[src/rtl/fetch_queue_if.sv]
// Fetch-queue bus: instruction-memory read port, branch redirect and the IF/ID handshake.
// The master modport belongs to the fetch queue. The slave modport belongs to the memory/ID side.
interface fetch_queue_if #(
    parameter int ADDR_W = 10
);
    // IF/ID handshake: a word transfers on a rising edge where if_valid && if_ready && !redirect.
    // if_valid never depends combinationally on if_ready. A held head keeps if_instr/if_pc4 stable.
    logic              imem_req;
    logic [ADDR_W-1:0] imem_addr;
    logic [31:0]       imem_rdata;
    logic              redirect;
    logic [31:0]       redirect_pc;
    logic              if_ready;
    logic              if_valid;
    logic [31:0]       if_instr;
    logic [31:0]       if_pc4;

    modport master (
        output imem_req, imem_addr, if_valid, if_instr, if_pc4,
        input  imem_rdata, redirect, redirect_pc, if_ready
    );

    modport slave (
        input  imem_req, imem_addr, if_valid, if_instr, if_pc4,
        output imem_rdata, redirect, redirect_pc, if_ready
    );
endinterface

[src/rtl/fetch_queue.sv]
// fetch_queue: generates fetch PCs, reads a 1-cycle instruction memory and buffers words for IF/ID.
// Optional macro FETCHQ_STATS_EN adds the saturating stat_bubbles counter output.
module fetch_queue #(
    parameter int          DEPTH    = 4,
    parameter int          ADDR_W   = 10,
    parameter logic [31:0] RESET_PC = 32'h0
) (
    input  logic          clk,
    input  logic          reset,
    fetch_queue_if.master bus,
    output logic          o_dbg_state
`ifdef FETCHQ_STATS_EN
    ,
    output logic [31:0]   stat_bubbles
`endif
);
    localparam int               PTR_W   = $clog2(DEPTH);
    localparam logic [PTR_W:0]   DEPTH_C = (PTR_W + 1)'(DEPTH);

    typedef enum logic [0:0] {ST_BOOT = 1'b0, ST_FETCH = 1'b1} state_t;

    state_t           r_state;
    state_t           w_state_nxt;
    logic [31:0]      r_fetch_pc;
    logic [PTR_W:0]   r_count;
    logic [PTR_W-1:0] r_wr_ptr;
    logic [PTR_W-1:0] r_rd_ptr;
    logic             r_inflight;
    logic [31:0]      r_inflight_pc;
    logic             r_inflight_epoch;
    logic             r_epoch;
    logic [31:0]      r_instr_mem [DEPTH];
    logic [31:0]      r_pc4_mem   [DEPTH];

    logic             w_issue;
    logic             w_push;
    logic             w_pop;
    logic             w_valid;
    logic [PTR_W:0]   w_occupancy;

    // Counting the in-flight word reserves its slot, so a response can never overflow the buffer.
    assign w_occupancy = r_count + {{PTR_W{1'b0}}, r_inflight};
    assign w_valid     = (r_count != '0);

    always_comb begin
        w_state_nxt = r_state;
        w_issue     = 1'b0;
        w_push      = 1'b0;
        w_pop       = 1'b0;
        case (r_state)
            ST_BOOT:  w_state_nxt = ST_FETCH;
            ST_FETCH: begin
                w_state_nxt = ST_FETCH;
                w_issue     = !bus.redirect && (w_occupancy < DEPTH_C);
            end
            default:  w_state_nxt = ST_BOOT;
        endcase
        w_push = r_inflight && (r_inflight_epoch == r_epoch) && !bus.redirect;
        w_pop  = w_valid && bus.if_ready && !bus.redirect;
    end

    always_ff @(posedge clk or negedge reset) begin
        if (!reset) begin
            r_state          <= ST_BOOT;
            r_fetch_pc       <= RESET_PC;
            r_count          <= '0;
            r_wr_ptr         <= '0;
            r_rd_ptr         <= '0;
            r_inflight       <= 1'b0;
            r_inflight_pc    <= '0;
            r_inflight_epoch <= 1'b0;
            r_epoch          <= 1'b0;
        end else begin
            r_state    <= w_state_nxt;
            r_inflight <= w_issue;
            if (w_issue) begin
                r_inflight_pc    <= r_fetch_pc;
                r_inflight_epoch <= r_epoch;
            end
            if (bus.redirect) begin
                // Flipping the epoch orphans any word already requested under the old path.
                r_fetch_pc <= bus.redirect_pc & ~32'h3;
                r_epoch    <= ~r_epoch;
                r_count    <= '0;
                r_wr_ptr   <= '0;
                r_rd_ptr   <= '0;
            end else begin
                if (w_issue)
                    r_fetch_pc <= r_fetch_pc + 32'd4;
                if (w_push)
                    r_wr_ptr <= r_wr_ptr + PTR_W'(1);
                if (w_pop)
                    r_rd_ptr <= r_rd_ptr + PTR_W'(1);
                if (w_push && !w_pop)
                    r_count <= r_count + (PTR_W + 1)'(1);
                else if (!w_push && w_pop)
                    r_count <= r_count - (PTR_W + 1)'(1);
            end
        end
    end

    always_ff @(posedge clk) begin
        if (w_push) begin
            r_instr_mem[r_wr_ptr] <= bus.imem_rdata;
            r_pc4_mem[r_wr_ptr]   <= r_inflight_pc + 32'd4;
        end
    end

    assign bus.imem_req  = w_issue;
    assign bus.imem_addr = (r_state == ST_FETCH) ? r_fetch_pc[ADDR_W+1:2] : '0;
    assign bus.if_valid  = w_valid;
    assign bus.if_instr  = w_valid ? r_instr_mem[r_rd_ptr] : 32'h0;
    assign bus.if_pc4    = w_valid ? r_pc4_mem[r_rd_ptr] : 32'h0;
    assign o_dbg_state   = (r_state == ST_FETCH);

`ifdef FETCHQ_STATS_EN
    logic [31:0] r_bubbles;

    // A bubble is a cycle where IF/ID could take a word but none is ready.
    always_ff @(posedge clk or negedge reset) begin
        if (!reset)
            r_bubbles <= '0;
        else if ((r_state == ST_FETCH) && bus.if_ready && !w_valid && !bus.redirect &&
                 (r_bubbles != 32'hFFFF_FFFF))
            r_bubbles <= r_bubbles + 32'd1;
    end

    assign stat_bubbles = r_bubbles;
`endif
endmodule
[src/flat_wrapper.sv]
// flat-port wrapper written by rule: the top's interface ports become plain ports
module fetch_queue_flat 
#(
    parameter int          DEPTH    = 4,
    parameter int          ADDR_W   = 10,
    parameter logic [31:0] RESET_PC = 32'h0
)
  (clk, reset, o_dbg_state, bus_imem_req, bus_imem_addr, bus_if_valid, bus_if_instr, bus_if_pc4, bus_imem_rdata, bus_redirect, bus_redirect_pc, bus_if_ready);
  fetch_queue_if #(.ADDR_W(ADDR_W)) bus_i ();
  input  logic clk;
  input  logic reset;
  output logic o_dbg_state;
  output wire logic [$bits(bus_i.imem_req)-1:0] bus_imem_req;
  output wire logic [$bits(bus_i.imem_addr)-1:0] bus_imem_addr;
  output wire logic [$bits(bus_i.if_valid)-1:0] bus_if_valid;
  output wire logic [$bits(bus_i.if_instr)-1:0] bus_if_instr;
  output wire logic [$bits(bus_i.if_pc4)-1:0] bus_if_pc4;
  input wire logic [$bits(bus_i.imem_rdata)-1:0] bus_imem_rdata;
  input wire logic [$bits(bus_i.redirect)-1:0] bus_redirect;
  input wire logic [$bits(bus_i.redirect_pc)-1:0] bus_redirect_pc;
  input wire logic [$bits(bus_i.if_ready)-1:0] bus_if_ready;
  assign bus_imem_req = bus_i.imem_req;
  assign bus_imem_addr = bus_i.imem_addr;
  assign bus_if_valid = bus_i.if_valid;
  assign bus_if_instr = bus_i.if_instr;
  assign bus_if_pc4 = bus_i.if_pc4;
  assign bus_i.imem_rdata = bus_imem_rdata;
  assign bus_i.redirect = bus_redirect;
  assign bus_i.redirect_pc = bus_redirect_pc;
  assign bus_i.if_ready = bus_if_ready;
  fetch_queue #(.DEPTH(DEPTH), .ADDR_W(ADDR_W), .RESET_PC(RESET_PC)) u_core (.clk(clk), .reset(reset), .bus(bus_i), .o_dbg_state(o_dbg_state));
endmodule
[config.mk]
export PLATFORM = sky130hd
export DESIGN_NAME = fetch_queue_flat
export DESIGN_NICKNAME = d
export VERILOG_FILES = /design/src/rtl/fetch_queue_if.sv /design/src/rtl/fetch_queue.sv /design/src/flat_wrapper.sv
export SDC_FILE = /design/constraint.sdc
export NUM_CORES = 1
export LEC_CHECK = 0
export ABC_AREA = 1
export CORE_UTILIZATION = 57
export CTS_CLUSTER_DIAMETER = 40
export DETAILED_ROUTE_END_ITERATION = 10
export PLACE_DENSITY = 0.88
export SYNTH_ARGS = -nofsm -noshare
export SYNTH_HDL_FRONTEND = slang
export SYNTH_SLANG_ARGS = --single-unit
[constraint.sdc]
create_clock -name clk -period 4.5 [get_ports clk]
set_clock_uncertainty 0.2 [all_clocks]
set_input_delay 0.675 -clock clk [delete_from_list [all_inputs] [get_ports clk]]
set_output_delay 0.675 -clock clk [all_outputs]
set_load 0.1 [all_outputs]
# After elaboration in Yosys (flattened, before gate mapping)
# Memories as Yosys holds them, arrays and structs flattened.
# Index checks and enable logic that the tools add are counted.
# word_totals
mem_count,2
input_bits,68
latchBits,0
output_inout_bits,77
rom_bits,0
ff_bits,75
mem_bits_rw,256
# classes
bitwise_logic,1
n_mux,15
n_reduce_logical,15
mul,0
eq_ne,1
magnitude_cmp,1
div,0
shift,0
add_sub_neg,7
# mem_list
name,words,width,rd,rd_ports_with_merged_regs,write_ports,line,rtl
u_core.r_instr_mem,4,32,1,0,1,fetch_queue.sv:32,logic [31:0] r_instr_mem [DEPTH];
u_core.r_pc4_mem,4,32,1,0,1,fetch_queue.sv:33,logic [31:0] r_pc4_mem [DEPTH];
# op_table
cell,n
$mux W32,4
$add A32 B3 Y32 const B,2
$mux W10,1
$mux W3,3
$mux W2,4
$logic_and A1 B1 Y1,7
$reduce_bool A2 Y1,3
$reduce_bool A3 Y1,2
$add A2 B1 Y2 const B,2
$add A3 B1 Y3,1
$add A3 B1 Y3 const B,1
$logic_not A1 Y1,3
$lt A3 B3 Y1 const B,1
$mux W1,3
$sub A3 B1 Y3 const B,1
$eq A1 B1 Y1,1
$not A1 Y1,1

# Longest topological paths before layout
# logic_depth
depth_word,8
mapped_depth,11
ltp_nobuf,11

# Least setup slack after synthesis
# Ideal clock, no wire load.
# synth_timing
path_type,input -> register
start,in bus_redirect
end,mem u_core.r_instr_mem[0][0] (enable)
cell_stages,5
setup_ns,0.482
setup_slack_ns,0.068
t_arrival_ns,3.750
path_cell_list,buf_2 > inv_1 > buf_4 > nand3_2 > nor2_1
# synth_between
elab_chain_cells,4
# synth_lines
item,line,rtl
"start, declared",flat_wrapper.sv:19,input wire logic [$bits(bus_i.redirect)-1:0] bus_redirect;
$logic_not A1 Y1,fetch_queue.sv:58,w_push = r_inflight && (r_inflight_epoch == r_epoch) && !bus.redirect;
$logic_and A1 B1 Y1,fetch_queue.sv:58,
$mux W1,fetch_queue.sv:103,if (w_push) begin
$mux W1 (implied by the code),fetch_queue.sv:104,r_instr_mem[r_wr_ptr] <= bus.imem_rdata;
"end, declared",fetch_queue.sv:32,
# Every way passes these cells.

# Worst setup path after layout
# layout_timing
start,reg u_core.r_rd_ptr[0]
end,out bus_if_pc4[19]
# layout_between
elab_chain_cells,2
# layout_lines
item,line,rtl
"start, declared",fetch_queue.sv:27,logic [PTR_W-1:0] r_rd_ptr;
"start signal, assigned",fetch_queue.sv:93,r_rd_ptr <= r_rd_ptr + PTR_W'(1);
$mem_v2 Z4 W32,-,
$mux W32,fetch_queue.sv:113,assign bus.if_pc4 = w_valid ? r_pc4_mem[r_rd_ptr] : 32'h0;
"end, declared",flat_wrapper.sv:17,output wire logic [$bits(bus_i.if_pc4)-1:0] bus_if_pc4;
# Every way passes these cells.

==> results.cfg <==
[power_and_ir_drop]
p_int_uw = 6300
power.share.clock_pct = 24.3
p_per_area_mw_per_mm2 = 688
p_comb_share_pct = 42.2
p_sw_uw = 5430
p_seq_share_pct = 33.5
ir_drop_uv = 682
p_leak_uw = 0.00651
netSwitchingFraction_pct = 46.3

[route]
postRouteAntennaNets = 0
via_per_inst = 5.57
wl_per_cell_um = 17.5
drc = 0
dr.pass1.iters = 6
via_count = 10556
totalWireLength_um = 33100
drt_iter0_drc = 1100

[yosys]
synth_edf_count = 248
synthDistinctLibCells = 37
synth_top_area_share_pct = 52.3
netlist_top_cells_count = nor2_1, edfxtp_1, nand2_1
syn_area_per_cell_um2 = 10.1
yosys-top-cells-area = edfxtp_1, dfrtp_1, nor2_1, o21ai_0, nand2_1
synth_seq_cells = 319
syn_area_mm2 = 0.0142
yosysMostFrequentCell = nor2_1
synthCells = 1413
synthFlopType = edfxtp_1
yosysTopAreaCell = edfxtp_1
synth-warning-count = 0
ys_seq_area_share_pct = 64.8
async_flop_share_pct = 22.3

[layout]
multi_input_area_mm2 = 0.00441
design_area_mm2 = 0.0170
fill_cells = 1682
nets = 1618
layout-drive-gt1-share_pct = 10.8
seq_area_mm2 = 0.00923
syn2layout_area_growth_pct = 19.6
num_antenna_cells = 0

[worst_setup_path]
r2r_cells = 6
worst_r2r_endpoint = u_core.r_pc4_mem[0][23]$_DFFE_PP_
path_class = reg -> out
crit_buf_inv = 2
slowest_stage = dfrtp_4
worstPathRequired_ns = 3.62
crit_path_end_kind = output port
r2r_start = u_core.r_epoch$_DFFE_PN0P_
reg2reg_slack_ns = 2.16
slowest_delay_ns = 0.81
crit_chain = buf_4 > nor2_1 > nor2_1 > o21ai_0 > a21oi_1 > buf_4
worstPathArrival_ns = 3.12
cp-start-kind = flip-flop
cp_top_family = buffers and inverters
critPathMaxFanout = 74

[placed_design]
placed_cell_area_mm2 = 0.0159
port_buffers = 140
globalplace.congestion = 0.921
dp_hpwl_um = 20000

[timing]
hold_viol = 0
slew_viol_final = 0
tightest_slew_ns = 0.976
rsz0062_at_grt = no
timing.fmax_ghz = 0.250
maxSlewHeadroom_pct = 34.7
fin_crit_sh_pct = 88.8
finalSetupTns_ns = 0
finalCriticalPeriod_ns = 4.00
whs_ns = 0.0145
setup_viol = 0

[clock_network]
htreeDepth = 2
cts.repair.resized = 0
insertion_delay_ns = 0.50
clock-sinks = 319
cts_tree = done
hold_buffers = 0
clockRootBuffer = clkbuf_16
cts_max_path_buffers = 3
post-cts-setup-buffers = 0
clk_pin_slew_ns = 0.06
cts_buffers = 36

[flow_run]
drv_cap = 0

[grt]
grt_pass1_vias = 10248
grt_use_total_pct = 25.6
grt_overflow_total = 0
grt_max_degree = 75
grt_first_pass_wirelength_um = 51900
antenna_found_initial = 0

[die]
die_w_um = 160
die_area_mm2 = 0.0256
die_y_um = 160
coreArea_mm2 = 0.0244
start_util_pct = 58.4
pin_count = 145
row_count = 57

[outcome]
outcome = completed

[worst_hold_path]
hp-class = in -> async
==> placed cells by master, fill, tap and decap left out, types with 39 or more instances in the layout <==
cell type	count
clkdlybuf4s50_1	76
nand2_1	222
nand3_1	39
dfrtp_1	69
nor2_1	313
edfxtp_1	248
buf_4	72
a21oi_1	68
inv_1	87
o21ai_0	176
==> worst register-to-register path: stages, from the launching register on <==
cell and delay (ns):
dfrtp_1 0.41, inv_1 0.12, nand2_1 0.06, nand2_1 0.07, nand3_2 0.23, nor2_4 0.62, buf_12 0.30
==> registers in the layout, indices dropped and copies added, names as in the netlist <==
name                     flops
u_core.r_instr_mem         128
u_core.r_pc4_mem           120
u_core.r_fetch_pc           30
u_core.r_inflight_pc        30
u_core.r_count               3
u_core.r_rd_ptr              2
u_core.r_wr_ptr              2
u_core.o_dbg_state           1
u_core.r_epoch               1
u_core.r_inflight            1
u_core.r_inflight_epoch      1
==> through the flow <==
| stage | setup slack [ns] | cells | utilization, % | power [uW] |
|---|---|---|---|---|
| 3_5_place_dp | 1.11 | 1829 | 65.0 | 8880 |
| 2_1_floorplan | 0.0678 | 1414 | - | 7690 |
| 3_3_place_gp | 1.20 | 1829 | 65.0 | 8770 |
| 6_report | 0.505 | 1894 | 69.8 | 11700 |
| 5_1_grt | 0.367 | 1894 | 69.8 | 12100 |
| 4_1_cts | 0.554 | 1894 | 69.8 | 11700 |
==> area by class of cell <==
class	instances	share of cell area, %
multi-input cells	937	25.9
inverters	92	2.03
well taps	324	2.38
flip-flops and latches	319	54.2
repair buffers	157	8.61
clock inverters	19	1.10
clock buffers	46	5.82
==> kinds of logic (layout without fill, tap and decap cells) <==
logic type,count (synthesis),in the layout,synth area share (%)
other,2,3,0.0527
buffers and inverters,158,314,4.52
and+or+nand+nor,627,627,18.1
adders and majority gates,7,7,0.668
AOI/OAI and AO/OA,260,260,9.41
xor gates and xnor gates,40,40,2.46
DFF,319,319,64.8
==> layer usage <==
layer | GRT usage [%] | vias to the layer above | routed length [um]
li1 | - | 5012 | -
met1 | 33.4 | 5019 | 13400
met2 | 44.7 | 469 | 16500
met3 | 3.64 | 56 | 2410
met4 | 7.79 | 0 | 726
met5 | 0 | - | 0
==> power by group through the flow <==
stage / logic (uW) / registers, uW / clock network, uW
2_1_floorplan: 3840 / 3850 / 0
3_3_place_gp: 4810 / 3960 / 0
3_5_place_dp: 4900 / 3970 / 0
4_1_cts: 4940 / 3910 / 2880
5_1_grt: 5180 / 3960 / 2990
6_report: 4950 / 3930 / 2850
==> worst max path at each step <==
stage	startpoint	end	slack (ns)	cells after the start
3_3_place_gp	u_core.r_rd_ptr[0]$_DFFE_PN0P_	bus_if_pc4[19]	1.20	6
2_1_floorplan	bus_redirect	u_core.r_instr_mem[0][0]$_DFFE_PP_	0.07	5
3_5_place_dp	u_core.r_rd_ptr[0]$_DFFE_PN0P_	bus_if_pc4[19]	1.11	6
4_1_cts	u_core.r_rd_ptr[0]$_DFFE_PN0P_	bus_if_pc4[19]	0.55	6
5_1_grt	u_core.r_rd_ptr[0]$_DFFE_PN0P_	bus_if_instr[13]	0.37	6
6_report	u_core.r_rd_ptr[0]$_DFFE_PN0P_	bus_if_pc4[19]	0.50	6
No activity file was read; power rests on OpenSTA's default activity.
